## src/rtl/neureka_tcdm_aggregator.sv

```systemverilog
`default_nettype none
// ============================================================================
// Module      : neureka_tcdm_aggregator
// Description : Splits one wide TCDM transaction into MP 32-bit narrow port
//               requests, tracks per-port grants and read responses, and
//               returns the reassembled wide read data. One wide transaction
//               is in flight at a time.
//               Optional build macro NEUREKA_AGG_BE_SKIP_EN: ports whose
//               byte-enable slice is all zero are not requested, count as
//               granted and read back as zero.
// Revision    : 1.0 - initial release
// ============================================================================
module neureka_tcdm_aggregator #(
    parameter int MP = 9,
    parameter int BW = MP * 32
) (
    input  logic                clk_i,
    input  logic                rst_i,
    input  logic                wide_req_i,
    output logic                wide_gnt_o,
    input  logic [31:0]         wide_add_i,
    input  logic                wide_wen_i,
    input  logic [BW/8-1:0]     wide_be_i,
    input  logic [BW-1:0]       wide_data_i,
    output logic [BW-1:0]       wide_r_data_o,
    output logic                wide_r_valid_o,
    output logic [MP-1:0]       tcdm_req_o,
    output logic [MP-1:0][31:0] tcdm_add_o,
    output logic [MP-1:0]       tcdm_wen_o,
    output logic [MP-1:0][3:0]  tcdm_be_o,
    output logic [MP-1:0][31:0] tcdm_data_o,
    input  logic [MP-1:0]       tcdm_gnt_i,
    input  logic [MP-1:0][31:0] tcdm_r_data_i,
    input  logic [MP-1:0]       tcdm_r_valid_i
);

    typedef enum logic [1:0] {
        S_IDLE  = 2'd0,
        S_ISSUE = 2'd1,
        S_WAIT  = 2'd2,
        S_RESP  = 2'd3
    } state_t;

    state_t              r_state;
    logic [31:0]         r_add;
    logic                r_wen;
    logic [BW/8-1:0]     r_be;
    logic [BW-1:0]       r_data;
    logic [MP-1:0]       r_en_mask;   // ports taking part in the current transaction
    logic [MP-1:0]       r_gnt_mask;  // ports already granted while in ISSUE
    logic [MP-1:0]       r_pend;      // read ports granted, response not yet seen
    logic [MP-1:0]       r_rv_mask;   // read ports whose response is buffered
    logic [MP-1:0][31:0] r_buf;

    logic [31:0]         w_src_add;
    logic                w_src_wen;
    logic [BW/8-1:0]     w_src_be;
    logic [BW-1:0]       w_src_data;
    logic [MP-1:0]       w_en_in;
    logic [MP-1:0]       w_en_lat;
    logic [MP-1:0]       w_req;
    logic [MP-1:0]       w_granted;
    logic                w_all_gnt;
    logic [MP-1:0]       w_rv_hit;
    logic [MP-1:0]       w_rv_next;
    logic                w_start;

    assign w_start   = (r_state == S_IDLE) && wide_req_i;
    assign w_granted = w_req & tcdm_gnt_i;
    assign w_all_gnt = ((w_req & ~tcdm_gnt_i) == '0);
    assign w_rv_hit  = r_pend & tcdm_r_valid_i;
    assign w_rv_next = r_rv_mask | w_rv_hit;

    assign wide_gnt_o     = (w_start || (r_state == S_ISSUE)) && w_all_gnt;
    assign wide_r_valid_o = (r_state == S_RESP);
    assign wide_r_data_o  = (r_state == S_RESP) ? r_buf : '0;

    // Narrow request side: live wide inputs in IDLE, latched copy in ISSUE
    always_comb begin
        w_src_add  = (r_state == S_IDLE) ? wide_add_i  : r_add;
        w_src_wen  = (r_state == S_IDLE) ? wide_wen_i  : r_wen;
        w_src_be   = (r_state == S_IDLE) ? wide_be_i   : r_be;
        w_src_data = (r_state == S_IDLE) ? wide_data_i : r_data;
        w_en_in    = '1;
        w_en_lat   = '1;
        for (int ii = 0; ii < MP; ii++) begin
`ifdef NEUREKA_AGG_BE_SKIP_EN
            w_en_in[ii]  = |wide_be_i[4*ii +: 4];
            w_en_lat[ii] = |r_be[4*ii +: 4];
`else
            w_en_in[ii]  = 1'b1;
            w_en_lat[ii] = 1'b1;
`endif
        end
        case (r_state)
            S_IDLE:  w_req = wide_req_i ? w_en_in : '0;
            S_ISSUE: w_req = w_en_lat & ~r_gnt_mask;
            default: w_req = '0;
        endcase
        for (int ii = 0; ii < MP; ii++) begin
            tcdm_req_o[ii]  = w_req[ii];
            tcdm_add_o[ii]  = w_req[ii] ? (w_src_add + 32'(4 * ii)) : 32'h0;
            tcdm_wen_o[ii]  = w_req[ii] & w_src_wen;
            tcdm_be_o[ii]   = w_req[ii] ? w_src_be[4*ii +: 4] : 4'h0;
            tcdm_data_o[ii] = w_req[ii] ? w_src_data[32*ii +: 32] : 32'h0;
        end
    end

    // Transaction FSM, grant tracking and response capture
    always_ff @(posedge clk_i) begin
        if (rst_i) begin
            r_state    <= S_IDLE;
            r_add      <= '0;
            r_wen      <= 1'b0;
            r_be       <= '0;
            r_data     <= '0;
            r_en_mask  <= '0;
            r_gnt_mask <= '0;
            r_pend     <= '0;
            r_rv_mask  <= '0;
            r_buf      <= '0;
        end else begin
            // Responses are accepted in any state, only on ports awaiting one
            for (int ii = 0; ii < MP; ii++) begin
                if (w_rv_hit[ii]) begin
                    r_buf[ii] <= tcdm_r_data_i[ii];
                end
            end
            r_rv_mask <= w_rv_next;
            r_pend    <= (r_pend & ~tcdm_r_valid_i) | (w_src_wen ? w_granted : '0);

            case (r_state)
                S_IDLE: begin
                    if (wide_req_i) begin
                        r_add     <= wide_add_i;
                        r_wen     <= wide_wen_i;
                        r_be      <= wide_be_i;
                        r_data    <= wide_data_i;
                        r_en_mask <= w_en_in;
                        if (w_all_gnt) begin
                            r_gnt_mask <= '0;
                            if (wide_wen_i) begin
                                // Nothing to wait for when every port is skipped
                                r_state <= (w_en_in == '0) ? S_RESP : S_WAIT;
                            end
                        end else begin
                            r_gnt_mask <= w_granted;
                            r_state    <= S_ISSUE;
                        end
                    end
                end
                S_ISSUE: begin
                    r_gnt_mask <= r_gnt_mask | w_granted;
                    if (w_all_gnt) begin
                        r_gnt_mask <= '0;
                        r_state    <= r_wen ? S_WAIT : S_IDLE;
                    end
                end
                S_WAIT: begin
                    if ((w_rv_next & r_en_mask) == r_en_mask) begin
                        r_state <= S_RESP;
                    end
                end
                default: begin
                    r_state   <= S_IDLE;
                    r_rv_mask <= '0;
                    r_buf     <= '0;
                    r_pend    <= '0;
                end
            endcase
        end
    end

endmodule
`default_nettype wire

```

## config.mk

```make
export PLATFORM = sky130hd
export DESIGN_NAME = neureka_tcdm_aggregator
export DESIGN_NICKNAME = d
export VERILOG_FILES = /design/src/rtl/neureka_tcdm_aggregator.sv
export SDC_FILE = /design/constraint.sdc
export NUM_CORES = 2
export LEC_CHECK = 0
export BUFFER_PORTS_ARGS = -buffer_cell sky130_fd_sc_hd__buf_2
export CAP_MARGIN = 0
export CORE_AREA = 2 2 614 616
export CTS_CLUSTER_DIAMETER = 40
export CTS_CLUSTER_SIZE = 12
export DETAILED_ROUTE_END_ITERATION = 8
export DIE_AREA = 0 0 616 618
export PLACE_DENSITY = 0.3
export SLEW_MARGIN = 5
export SYNTH_ARGS = -nofsm -noshare
export SYNTH_HDL_FRONTEND = slang
export SYNTH_SLANG_ARGS = --single-unit
export TNS_END_PERCENT = 5
```

## constraint.sdc

```tcl
create_clock -name clk_i -period 6.92 [get_ports clk_i]
set_input_delay 1.384 -clock clk_i [delete_from_list [all_inputs] [get_ports clk_i]]
set_output_delay 1.384 -clock clk_i [all_outputs]
set_load 0.02 [all_outputs]
```

==> metrics.txt <==
status finished, final reports clean; Rel. slew slack a little over an eighth; max cap viols 0; final critical-path required period about 7 ns; # IOs between 1,500 and 2,000; Die W 616 um; ranking of synthesized cells by area dfxtp_1 37%, nand2_1 21%, a21oi_1 14%, and3_1 5.2%, clkbuf_1 4.6%; Min-Delay Path Class flip-flop to flip-flop; Top FF cell, synth dfxtp_1; synth unique cells 74; vias in the first global route roughly 46,000; worst vdd ir 186 uV; Synth area leader dfxtp_1; Setup WS pre-CTS about 0.43 ns; CP max-delay cell a21oi_1; GP Congestion between 0.8 and 0.9; FF+latch count, synth slightly below 700; Post-Syn Nets slightly above 6,000; fraction of layout cells with a size suffix above 1 just over 30%; initial antenna violation count ~190; # resized after CTS 0; Post-synth top cells 2,066 x nand2_1, 1,031 x a21oi_1, 675 x dfxtp_1; GRT Util Overall roughly 17%; Clock Latency Late Sink approximately 0.91 ns; first-pass GRT wire length about 440,000 um; largest net degree at the start of global routing 163; FP Rows between 200 and 250; Initial Utilization about a tenth; clk slew on worst S/H paths around 0.04 ns; Num CTS Buffers about 210; number of flops mapped to enable cells by yosys 0; Max Fclk between 100 and 150 MHz; total routed wirelength 340,000 um; Lkg Pwr around 25 nW; CP cell instances buf_4 > o211ai_1 > a22oi_1 > nand4_1 > buf_4 > or4_1 > a21oi_1 > buf_2; Post-Syn Area 0.0362 mm2; fillers about 43,000; number of port buffers ~1,600; Synth Warn # 0; setup bufs post-CTS 0; Area growth, synth to finish 61.7%; Worst Slack Setup Final between 0.09 and 0.1 ns; most frequent cell after synthesis nand2_1; post-cts hold buffer count 0; unrepaired setup endpoints after global routing no; Post-DP Area slightly above 0.05 mm2; CTS tree built; Final HPWL DP ~270,000 um; CTS H-tree depth 4; Worst Setup Start Kind flip-flop; DR vias/cell between 3 and 4; synthesized instance count between 5,000 and 6,000; core area 0.374 mm2; Sink Count between 600 and 700; Critical Path RT about 5.5 ns; Final period util between 90% and 100%; Pwr Density between 300 and 400 mW/mm2; Top Family by Delay on Critical Path compound AO/OA/AOI/OAI gates; Worst EP arrival around 5.4 ns; clock buffer depth 4; CP max stage delay slightly below 1 ns; Via Count roughly 48,000; top-area cell type share of the netlist area around 37%; DRT iter0 DRCs roughly 3,700; # setup viols final 0; fin area a little under 0.06 mm2; DRT antenna net count 0; routed len/inst 28.0 um; setup TNS 0 ns; Buf/Inv on CP 3; Setup CP Type flip-flop to output port; worst-margin pin slew around 1.3 ns; critical path's most frequent cell buf_4; Layout Nets 7,630; critical path peak fanout 61; post-synthesis area per instance roughly 6.6 um2; crit end category output port; post-route DRC violation count 0; Slew Limit Fails 0; Die ar. around 0.38 mm2; GRT overflow 0; clk root buf clkbuf_16; Die Ht 618 um; asr flop ratio synth 0%; Worst Skew just over 0.08 ns; Final Hold Viols 0; DR pass1 iterations 8; register area share after synthesis a little under two fifths
-- report_power, final --
group          internal, W  switching [W]  leakage (nW)
combinational     0.000873        0.00243          15.6
sequential         0.00405      0.0000923          5.49
clock              0.00745        0.00318          3.81
total               0.0124        0.00571          24.9
-- layer usage --
metal  wire [um]  GRT usage, %  vias to the layer above
met4       19000          8.10                       76
met3       21800          4.09                      729
met2      174000          30.8                     2128
met1      125000          18.4                    23246
met5         481             0                        -
li1            -             -                    21423
-- worst register-to-register path, delay by kind of cell, from the launching register on --
kind                   cells  cell delay (ns)
buffers and inverters      4             3.01
flip-flops                 1             0.72
AND/OR/NAND/NOR            2             0.50
AO/OA/AOI/OAI              1             0.16
-- cell type report --
type                            count  area (um2)  area share [%]
Timing Repair Buffer             1751        9910            17.0
Inverter                           26        97.6           0.167
Clock buffer                      300        6220            10.6
Multi-Input combinational cell   4286       20800            35.6
Antenna cell                       48         120           0.205
Clock inverter                     95        1540            2.63
Tap cell                         4994        6250            10.7
Sequential cell                   675       13500            23.1
-- path summary, 6_finish.rpt --
path	from	to	slack (ns)	cells past startpoint
worst max register to register	r_state[1]	r_data[93]	2.45	7
worst min register to register	r_buf[70]	r_buf[70]	0.45	2
worst max-delay path	r_state[0]	tcdm_add_o[287]	0.1	8
worst min-delay path	r_buf[70]	r_buf[70]	0.45	2
-- per-stage QoR --
| step | power (W) | hold slack [ns] | utilization, % | cells |
|---|---|---|---|---|
| detailed placement | 0.00759 | 0.443 | 13.5 | 11732 |
| global placement | 0.00759 | 0.432 | 13.5 | 11732 |
| finish | 0.0181 | 0.448 | 15.6 | 12175 |
| CTS | 0.0185 | 0.449 | 15.6 | 12127 |
| floorplan | 0.00571 | 0.420 | - | 5501 |
| global route | 0.0188 | 0.462 | 15.6 | 12148 |
-- flip-flops by register name, indices dropped and copies added (netlist names) --
signal	cells
r_gnt_mask	9
r_add	32
r_state	2
r_wen	1
r_pend	9
r_buf	288
r_be	36
r_rv_mask	9
r_en_mask	1
r_data	288
-- cells in the final DEF, fill, tap and decap left out, types with 9 or more instances in the layout --
master     instances
buf_2           1545
nor4_1            35
clkbuf_8          50
dfxtp_1          673
nand3_1           27
o41ai_1            9
ha_1              10
clkbuf_16        216
o211ai_1          21
buf_4            155
or3_1             14
nor2b_1           10
and2_1            21
mux2i_4            9
clkbuf_1          34
a31oi_1           26
nand2_1         2062
and3_1           299
o21ai_0           45
diode_2           48
nor3_1           128
xor2_1            15
clkinv_2          38
mux2i_1           19
nor2_1           196
o21a_1            20
o31a_1            12
and4_1            15
xnor2_1           61
a21oi_1         1030
bufinv_16         34
nand4bb_1         10
nand2b_1          10
nor3b_1            9
buf_12            50
nand4_1           14
inv_1             18
-- cell families after synthesis --
kind of cell	share of synthesized area, %
AO/OA/AOI/OAI	19.0
XOR/XNOR	1.84
adder cells (fa/ha/maj)	0.346
buffers and inverters	5.81
flip-flops	37.4
multiplexers	0.990
AND/OR/NAND/NOR	34.7
Note: power is estimated with default switching activity, not from simulation.
